==> src/rtl/isa_pkg.sv <==
// rtl/isa_pkg.sv - shared ISA constants, fetch state type and jump-target table
//
// Purpose: definitions shared by the fetch stage, its sub-modules and the
// assembler tooling.
// Ports: none (package).
package isa_pkg;

    localparam int PC_W      = 10;
    localparam int INSTR_W   = 9;
    localparam int LUT_IDX_W = 3;
    localparam int CNT_W     = 16;

    localparam logic MODE_REG = 1'b0;
    localparam logic MODE_IMM = 1'b1;

    localparam logic [INSTR_W-1:0] HALT_CODE = 9'h1FF;

    typedef enum logic [1:0] {
        IDLE = 2'd0,
        RUN  = 2'd1,
        HALT = 2'd2
    } fetch_state_t;

    // Branch targets; the assembler resolves jump labels against this same table.
    function automatic logic [PC_W-1:0] jump_target(input logic [LUT_IDX_W-1:0] idx);
        logic [PC_W-1:0] target;
        case (idx)
            3'd0:    target = 10'd16;
            3'd1:    target = 10'd24;
            3'd2:    target = 10'd32;
            3'd3:    target = 10'd40;
            3'd4:    target = 10'd100;
            3'd5:    target = 10'd512;
            3'd6:    target = 10'd1000;
            default: target = 10'd1023;
        endcase
        return target;
    endfunction

endpackage

==> src/rtl/fetch_unit_if.sv <==
// rtl/fetch_unit_if.sv - control/ROM side signal bundle of the fetch stage
//
// Purpose: groups the fetch stage's control inputs, ROM port and outputs.
// Modports:
//   slave  - the fetch unit: receives control + rom_data, drives rom_addr,
//            mach_code, modeQ, instr_valid, done, instr_count.
//   master - the surrounding control/ROM logic (opposite directions).
interface fetch_unit_if;
    import isa_pkg::*;

    logic                 start;
    logic                 stall;
    logic                 halt_req;
    logic                 branch_taken;
    logic [LUT_IDX_W-1:0] branch_idx;
    logic                 mode_next;
    logic [INSTR_W-1:0]   rom_data;
    logic [PC_W-1:0]      rom_addr;
    logic [INSTR_W-1:0]   mach_code;
    logic                 modeQ;
    logic                 instr_valid;
    logic                 done;
    logic [CNT_W-1:0]     instr_count;

    modport slave (
        input  start, stall, halt_req, branch_taken, branch_idx, mode_next, rom_data,
        output rom_addr, mach_code, modeQ, instr_valid, done, instr_count
    );

    modport master (
        output start, stall, halt_req, branch_taken, branch_idx, mode_next, rom_data,
        input  rom_addr, mach_code, modeQ, instr_valid, done, instr_count
    );
endinterface

==> src/rtl/jump_lut.sv <==
// rtl/jump_lut.sv - combinational branch-target lookup
//
// Purpose: maps a jump-LUT index to a fixed program counter target.
// Ports:
//   idx    in  LUT_IDX_W  table index
//   target out PC_W       branch target address
module jump_lut
    import isa_pkg::*;
(
    input  logic [LUT_IDX_W-1:0] idx,
    output logic [PC_W-1:0]      target
);

    assign target = jump_target(idx);

endmodule

==> src/rtl/fetch_unit.sv <==
// rtl/fetch_unit.sv - instruction fetch stage with start/halt sequencing
//
// Purpose: holds the program counter, addresses the instruction ROM, forwards
// the machine word, registers the decoder's mode and counts retired
// instructions.
// Ports:
//   clk    in  system clock, all updates on posedge
//   reset  in  synchronous active-high reset
//   bus    fetch_unit_if.slave (control inputs, ROM port, status outputs)
module fetch_unit
    import isa_pkg::*;
(
    input  logic         clk,
    input  logic         reset,
    fetch_unit_if.slave  bus
);

    fetch_state_t         state_q, state_d;
    logic [PC_W-1:0]      pc_q, pc_d;
    logic                 mode_q, mode_d;
    logic [CNT_W-1:0]     count_q, count_d;
    logic [PC_W-1:0]      lut_target;
    logic [CNT_W-1:0]     count_inc;

    jump_lut u_jump_lut (
        .idx    (bus.branch_idx),
        .target (lut_target)
    );

    // Saturating increment: the counter sticks at all-ones instead of wrapping.
    assign count_inc = (count_q == {CNT_W{1'b1}}) ? count_q : count_q + CNT_W'(1);

    always_ff @(posedge clk) begin
        if (reset) begin
            state_q <= IDLE;
            pc_q    <= '0;
            mode_q  <= MODE_REG;
            count_q <= '0;
        end else begin
            state_q <= state_d;
            pc_q    <= pc_d;
            mode_q  <= mode_d;
            count_q <= count_d;
        end
    end

    always_comb begin
        state_d = state_q;
        pc_d    = pc_q;
        mode_d  = mode_q;
        count_d = count_q;
        case (state_q)
            IDLE, HALT: begin
                if (bus.start) begin
                    state_d = RUN;
                    pc_d    = '0;
                    mode_d  = MODE_REG;
                    count_d = '0;
                end
            end
            RUN: begin
                // A stalled cycle leaves all state untouched; otherwise the
                // current instruction retires with halt > branch > sequential.
                if (!bus.stall) begin
                    count_d = count_inc;
                    if (bus.halt_req) begin
                        state_d = HALT;
                    end else if (bus.branch_taken) begin
                        pc_d   = lut_target;
                        mode_d = bus.mode_next;
                    end else begin
                        pc_d   = pc_q + PC_W'(1);
                        mode_d = bus.mode_next;
                    end
                end
            end
            default: state_d = IDLE;
        endcase
    end

    assign bus.rom_addr    = pc_q;
    assign bus.mach_code   = (state_q == RUN) ? bus.rom_data : '0;
    assign bus.modeQ       = mode_q;
    assign bus.instr_valid = (state_q == RUN) && !bus.stall;
    assign bus.done        = (state_q == HALT);
    assign bus.instr_count = count_q;

endmodule
==> src/flat_wrapper.sv <==
// flat-port wrapper written by rule: the top's interface ports become plain ports
module fetch_unit_flat import isa_pkg::*;
  (clk, reset, bus_start, bus_stall, bus_halt_req, bus_branch_taken, bus_branch_idx, bus_mode_next, bus_rom_data, bus_rom_addr, bus_mach_code, bus_modeQ, bus_instr_valid, bus_done, bus_instr_count);
  fetch_unit_if bus_i ();
  input  logic clk;
  input  logic reset;
  input wire logic [$bits(bus_i.start)-1:0] bus_start;
  input wire logic [$bits(bus_i.stall)-1:0] bus_stall;
  input wire logic [$bits(bus_i.halt_req)-1:0] bus_halt_req;
  input wire logic [$bits(bus_i.branch_taken)-1:0] bus_branch_taken;
  input wire logic [$bits(bus_i.branch_idx)-1:0] bus_branch_idx;
  input wire logic [$bits(bus_i.mode_next)-1:0] bus_mode_next;
  input wire logic [$bits(bus_i.rom_data)-1:0] bus_rom_data;
  output wire logic [$bits(bus_i.rom_addr)-1:0] bus_rom_addr;
  output wire logic [$bits(bus_i.mach_code)-1:0] bus_mach_code;
  output wire logic [$bits(bus_i.modeQ)-1:0] bus_modeQ;
  output wire logic [$bits(bus_i.instr_valid)-1:0] bus_instr_valid;
  output wire logic [$bits(bus_i.done)-1:0] bus_done;
  output wire logic [$bits(bus_i.instr_count)-1:0] bus_instr_count;
  assign bus_i.start = bus_start;
  assign bus_i.stall = bus_stall;
  assign bus_i.halt_req = bus_halt_req;
  assign bus_i.branch_taken = bus_branch_taken;
  assign bus_i.branch_idx = bus_branch_idx;
  assign bus_i.mode_next = bus_mode_next;
  assign bus_i.rom_data = bus_rom_data;
  assign bus_rom_addr = bus_i.rom_addr;
  assign bus_mach_code = bus_i.mach_code;
  assign bus_modeQ = bus_i.modeQ;
  assign bus_instr_valid = bus_i.instr_valid;
  assign bus_done = bus_i.done;
  assign bus_instr_count = bus_i.instr_count;
  fetch_unit u_core (.clk(clk), .reset(reset), .bus(bus_i));
endmodule
==> config.mk <==
export PLATFORM = sky130hd
export DESIGN_NAME = fetch_unit_flat
export DESIGN_NICKNAME = d
export VERILOG_FILES = /design/src/rtl/isa_pkg.sv /design/src/rtl/fetch_unit_if.sv /design/src/rtl/jump_lut.sv /design/src/rtl/fetch_unit.sv /design/src/flat_wrapper.sv
export SDC_FILE = /design/constraint.sdc
export NUM_CORES = 1
export LEC_CHECK = 0
export BUFFER_PORTS_ARGS = -buffer_cell sky130_fd_sc_hd__buf_4
export CAP_MARGIN = 5
export CORE_UTILIZATION = 50
export DETAILED_ROUTE_END_ITERATION = 8
export PLACE_DENSITY = 0.79
export SYNTH_ARGS = -nofsm -noshare
export SYNTH_HDL_FRONTEND = slang
export SYNTH_SLANG_ARGS = --single-unit
export TNS_END_PERCENT = 20
==> constraint.sdc <==
create_clock -name clk -period 2 [get_ports clk]
set_input_delay 0.2 -clock clk [delete_from_list [all_inputs] [get_ports clk]]
set_output_delay 0.2 -clock clk [all_outputs]
set_load 0.005 [all_outputs]
==> run_results.csv, run 1 <==
group,metric,value,unit
synthesis,async_reset_ff_share,0,%
worst_setup_path,crit_path_max_fanout,5,
worst_setup_path,worstSetupPathType,"register to register",
detailed_routing,antenna_left,0,
worst_setup_path,startpoint_type,"register",
clocking,root_buffer,"sky130_fd_sc_hd__clkbuf_4",
global_routing,grtUsageTotal,26.4,%
global_routing,grt_first_pass_wirelength,7290,um
sta,final.min_clock_period,1.88,ns
synthesis,synthesis.area,1760,um2
power,power.density,481,nW/um2
sta,final-setup-viol-count,0,
sta,rsz0062_at_grt,"false",
synthesis,synth_edf_count,0,
sta,slew-limit-headroom,67.0,%
global_routing,grt_overflow_total,0,
outcome,status,"completed",
detailed_routing,routed_wl,4600,um
synthesis,synth-main-ff-cell,"sky130_fd_sc_hd__dfxtp_1",
die,floorplan.core_area,3360,um2
layout,synth_to_final_area_change,32.8,%
synthesis,synthesis.yosys.warnings,0,
synthesis,share_of_the_synthesized_area_in_compound_gates_ao_oa_aoi_oai,23.0,%
synthesis,share_of_yosys_cell_area_claimed_by_the_top_area_cell_type,33.0,%
sta,drv_slew,0,
synthesis,post_synth_num_cell_types,47,
synthesis,synth_area_per_cell,7.62,um2
sta,hold_viol_final,0,
placement,finalWeightedCongestion,0.848,
worst_setup_path,worstPathRequired,2.27,ns
power,p_total,1120,uW
clocking,clkTransAtPathRegs,0.09,ns
global_routing,number_of_global_route_vias_before_repair,1671,
synthesis,synthAdderAreaFrac,1.42,%
placement,quantity_of_i_o_buffers_inserted_on_ports,56,
detailed_routing,viasPerCell,5.64,
clocking,ctsHtreeMaxLevel,2,
layout,fin_util,69.5,%
synthesis,synth_top_cells_by_count,"sky130_fd_sc_hd__dfxtp_1, sky130_fd_sc_hd__a21oi_1, sky130_fd_sc_hd__nor2_1",
global_routing,number_of_antenna_violations_at_the_first_check_in_global_routing,0,
sta,setup_tns,0,ns
layout,finalNetCount,317,
sta,tightestPinTransition,0.490,ns
sta,worst_clock_skew,0.00446,ns
synthesis,synth.net_count,252,
layout,diodes,0,
synthesis,post-synth-top-area-cell,"sky130_fd_sc_hd__dfxtp_1",
synthesis,postSynthRegisterBits,29,
die,placement_rows,21,
clocking,tritoncts,"yes",
sta,maxClockFrequency,532,MHz
clocking,clock_path_buffers,2,
synthesis,post_synth_mux_area_share,0.569,%
sta,min_period_over_period,93.9,%
power,total_leakage_power,0.000990,uW
clocking,postCtsSetupRepairBufs,0,
die,start_util,52.3,%
power,irDropWorstVdd,269,uV
synthesis,yosysSeqAreaShare,33.0,%
detailed_routing,drt_drc_violations_left,0,
detailed_routing,dr.first_iter.drc_count,150,
global_routing,grt_max_degree,25,
detailed_routing,drt_first_pass_iters,4,
worst_setup_path,critPathCaptureType,"register",
die,pin_count,57,
synthesis,synthCells,231,
flow_run,maxCapViolCount,0,
synthesis,yosys-top-cells-area,"sky130_fd_sc_hd__dfxtp_1, sky130_fd_sc_hd__a21oi_1, sky130_fd_sc_hd__nor2_1, sky130_fd_sc_hd__nand2b_1, sky130_fd_sc_hd__o21ai_0",
detailed_routing,wl_per_cell,13.4,um
synthesis,yosys.area_share.xor_xnor,1.99,%
clocking,cts_made_buffers,5,
synthesis,synthMostInstantiatedCell,"sky130_fd_sc_hd__dfxtp_1",
clocking,worst_skew_pair_later_pin_latency,0.33,ns
detailed_routing,vias_post_dr,1934,
layout,drive_gt1_share,28.6,%
die,die_w,61.3,um
synthesis,dominant_combinational_cell_family_by_area_after_synthesis,"simple AND/OR/NAND/NOR gates",
min_path,timing.hold.worst.class,"input port to register",
die,die_area,3760,um2
die,vertical_die_dimension,61.3,um
synthesis,synthSimpleGateAreaFrac,36.5,%
clocking,cts_num_sinks,29,
worst_setup_path,setup.reg_to_reg.worst_slack,0.12,ns
placement,detailed_place_hpwl,3400,um
worst_setup_path,critPathArrivalTime,2.15,ns
[registers in the layout, summed over array words and instances, names as in the netlist]
name                    count
u_core.state_q              2
u_core.bus.modeQ            1
u_core.bus.rom_addr        10
u_core.bus.instr_count     16
[metrics by stage]
stage          hold WS, ns  instance area (um2)  setup slack, ns  std cells
3_3_place_gp         0.459                 2280            0.149        335
2_1_floorplan        0.348                 1760            0.140        231
3_5_place_dp         0.466                 2280            0.113        335
4_1_cts              0.118                 2330           0.0949        343
6_report             0.123                 2340            0.121        343
5_1_grt              0.152                 2340           0.0163        343
[cells in the final DEF (no fill, tap or decap), drive strengths merged, types with 2 or more instances in the layout]
master | Yosys | routed
o21ai | 16 | 16
a31oi | 2 | 2
nand3 | 11 | 11
and2 | 12 | 12
nand2b | 13 | 13
xnor2 | 3 | 3
clkbuf | 7 | 8
a21o | 4 | 4
a21oi | 25 | 25
nor3 | 9 | 9
buf | 3 | 68
o22ai | 2 | 2
nor2 | 23 | 23
ha | 2 | 2
o21bai | 3 | 3
a21bo | 2 | 2
o32ai | 3 | 3
or3 | 5 | 5
and4 | 6 | 6
nand2 | 18 | 18
inv | 4 | 4
a22oi | 3 | 3
nor4 | 2 | 2
dfxtp | 29 | 29
and3 | 5 | 5
nor2b | 2 | 2
nand4 | 3 | 3
[worst max-delay path: stages, from the launching register on]
cell and delay, ns:
sky130_fd_sc_hd__dfxtp_2 0.35, sky130_fd_sc_hd__ha_1 0.19, sky130_fd_sc_hd__and4_1 0.22, sky130_fd_sc_hd__and4_4 0.19, sky130_fd_sc_hd__or3_1 0.43, sky130_fd_sc_hd__buf_4 0.18
sky130_fd_sc_hd__nor3_1 0.15, sky130_fd_sc_hd__o21bai_1 0.12
[per-layer routing]
metal  share of wire [%]  track usage (%)  routed length (um)  vias up
li1                    -                -                   -      966
met1                  45             33.7                2070      879
met2                  46             43.5                2110       80
met3                 8.0             6.72                 366        9
met4                 1.2             9.21                  57        0
met5                   0                0                   0        -
[what timing repair did]
| action | in CTS | in global routing |
|---|---|---|
| hold buffers | 0 | 0 |
| setup endpoints to repair | 0 | 3 |
| gates resized for setup | 0 | 3 |
[final cells by class]
type | count | area [um2]
timing repair buffer | 68 | 510
multi-input combinational | 188 | 1120
fill | 302 | 1030
clock buffer | 8 | 48.8
tap | 46 | 57.6
inverter | 4 | 15.0
sequential | 29 | 582
[report_power, final]
| group | leakage, uW | total (uW) | switching, uW | internal (uW) |
|---|---|---|---|---|
| Clock | 0.0000265 | 337 | 197 | 140 |
| Sequential | 0.000235 | 591 | 7.18 | 583 |
| Combinational | 0.000729 | 197 | 104 | 93.6 |
[worst paths after layout]
check / startpoint / cells after the start / to
min reg2reg: u_core.bus.rom_addr[9] / 2 / u_core.bus.rom_addr[9]
min: bus_mode_next / 3 / u_core.bus.modeQ
max: u_core.bus.instr_count[1] / 7 / u_core.bus.instr_count[14]
max reg2reg: u_core.bus.instr_count[1] / 7 / u_core.bus.instr_count[14]
[kinds of logic after synthesis]
group	after synthesis
simple gates	116
compound gates	65
flops	29
buf+inv	14
xor+xnor	4
fa+ha+maj	2
mux	1
(Power assumes the default switching activity.)
==> inputs of run 2 (changes only) <==
Clock period 2 ns to 1.9 ns, I/O delays scaled along.
==> run 2 against run 1 <==
Effect of this change: cell area increased by 2.4%; sequential power is 5.1% higher; critical path type unchanged; register-to-register slack worse by 0.04 ns; largest cell class unchanged; setup slack worse by 0.035 ns; count of clock-buffer cells in the layout down 1; sequential share of layout area fell by 0.64 points; highest routed layer unchanged; routed wire length fell by 3.2%; non-clock buffer count rose by 2; combinational power is 4% higher.
==> run_results.csv, run 2 (synthesized netlist as in run 1, its figures left out) <==
group,metric,value,unit
sta,slew-limit-headroom,67.3,%
clocking,worst_skew_pair_later_pin_latency,0.34,ns
sta,tightestPinTransition,0.486,ns
placement,dpl.cell_count,337,
global_routing,number_of_antenna_violations_at_the_first_check_in_global_routing,0,
outcome,status,"completed",
global_routing,number_of_global_route_vias_before_repair,1638,
clocking,clkTransAtPathRegs,0.09,ns
die,start_util,52.3,%
sta,min_period_over_period,95.5,%
global_routing,grt_first_pass_wirelength,7040,um
die,placement_rows,21,
die,vertical_die_dimension,61.3,um
sta,rsz0062_at_grt,"false",
detailed_routing,routed_wl,4450,um
sta,setup_tns,0,ns
sta,worst_clock_skew,0.0129,ns
sta,drv_slew,0,
layout,fin_util,71.2,%
die,die_w,61.3,um
power,irDropWorstVdd,378,uV
detailed_routing,dr.first_iter.drc_count,116,
clocking,root_buffer,"sky130_fd_sc_hd__clkbuf_4",
detailed_routing,drt_first_pass_iters,4,
worst_setup_path,startpoint_type,"register",
die,die_area,3760,um2
worst_setup_path,worstSetupPathType,"register to register",
worst_setup_path,critPathCaptureType,"register",
clocking,ctsHtreeMaxLevel,2,
global_routing,grt_max_degree,25,
placement,detailed_place_hpwl,3330,um
power,p_total,1360,uW
min_path,timing.hold.worst.class,"input port to register",
detailed_routing,drt_drc_violations_left,0,
clocking,postCtsHoldBufs,0,
layout,diodes,0,
power,total_leakage_power,0.00102,uW
sta,hold_viol_final,0,
detailed_routing,wl_per_cell,12.9,um
global_routing,grt_overflow_total,0,
detailed_routing,viasPerCell,5.53,
layout,mostFrequentLayoutCell,"sky130_fd_sc_hd__buf_4",
detailed_routing,vias_post_dr,1909,
power,power.density,567,nW/um2
die,pin_count,57,
placement,finalWeightedCongestion,0.880,
clocking,clock_path_buffers,2,
clocking,cts_made_buffers,5,
layout,number_of_flip_flops_under_the_largest_register_name,16,
global_routing,grtUsageTotal,25.4,%
sta,final.min_clock_period,1.81,ns
clocking,tritoncts,"yes",
layout,synth_to_final_area_change,36.0,%
detailed_routing,antenna_left,0,
layout,drive_gt1_share,29.8,%
die,floorplan.core_area,3360,um2
layout,finalNetCount,319,
layout,layout.cells.non_filler,345,
layout,final_cell_mix,"sky130_fd_sc_hd__buf_4, sky130_fd_sc_hd__dfxtp_1, sky130_fd_sc_hd__a21oi_1, sky130_fd_sc_hd__nor2_1, sky130_fd_sc_hd__nand2_1",
placement,post_dp_cell_area,2300,um2
layout,stdcell_area,2390,um2
placement,quantity_of_i_o_buffers_inserted_on_ports,56,
clocking,cts_num_sinks,29,
sta,final-setup-viol-count,0,
flow_run,maxCapViolCount,0,
sta,maxClockFrequency,551,MHz
worst_setup_path,worstPathRequired,2.15,ns
worst_setup_path,crit_path_max_fanout,7,
worst_setup_path,critPathArrivalTime,2.06,ns
run 2: cell count changes in the layout (fill, tap and decap cells not counted), sizes merged:
cell	before	now
clkbuf	8	7
buf	68	70
bufinv	0	1
run 2: worst max-delay path, stage by stage (launching register included):
cell                      delay [ns]
sky130_fd_sc_hd__dfxtp_1        0.32
sky130_fd_sc_hd__ha_1           0.21
sky130_fd_sc_hd__and4_1         0.22
sky130_fd_sc_hd__and4_4         0.17
sky130_fd_sc_hd__or3_4          0.37
sky130_fd_sc_hd__buf_4          0.17
sky130_fd_sc_hd__o32ai_1        0.26
run 2: path summary, 6_finish.rpt:
| kind | endpoint | cells past startpoint | start | slack, ns |
|---|---|---|---|---|
| worst min-delay path | u_core.bus.modeQ | 3 | bus_mode_next | 0.11 |
| worst max register to register | u_core.bus.instr_count[3] | 6 | u_core.bus.instr_count[0] | 0.09 |
| worst min register to register | u_core.bus.rom_addr[9] | 2 | u_core.bus.rom_addr[9] | 0.49 |
| worst max-delay path | u_core.bus.instr_count[3] | 6 | u_core.bus.instr_count[0] | 0.09 |
run 2: layout make-up:
class,count,area [um2]
multi-input cells,188,1130
clock buffers,7,55.1
inverters,4,15.0
flip-flops and latches,29,581
fillers,312,970
clock inverters,1,30.0
well taps,46,57.6
repair buffers,70,526
run 2: through the flow:
step                      setup WS, ns  hold slack (ns)
after floorplan                 0.0403            0.338
after global placement           0.159            0.451
final                           0.0861            0.110
after global routing            0.0113            0.177
after detailed placement        0.0868            0.460
after CTS                       0.0670            0.105
run 2: metal layers:
| metal | GRT usage, % | up-vias | part of all wire [%] |
|---|---|---|---|
| li1 | - | 966 | - |
| met5 | 0 | - | 0 |
| met4 | 12.4 | 0 | 1.8 |
| met3 | 5.25 | 7 | 5.5 |
| met2 | 41.6 | 59 | 46 |
| met1 | 31.9 | 877 | 47 |
run 2: report_power, final:
group          leakage, uW  switching (uW)  total, uW  internal [uW]
logic             0.000741             106        204           98.5
clock network    0.0000455             219        533            314
registers         0.000234            6.49        621            614
run 2: repair_timing:
action	in CTS	in global routing
resized for setup	0	3
buffers inserted	0	0
endpoints found under the setup margin	0	6
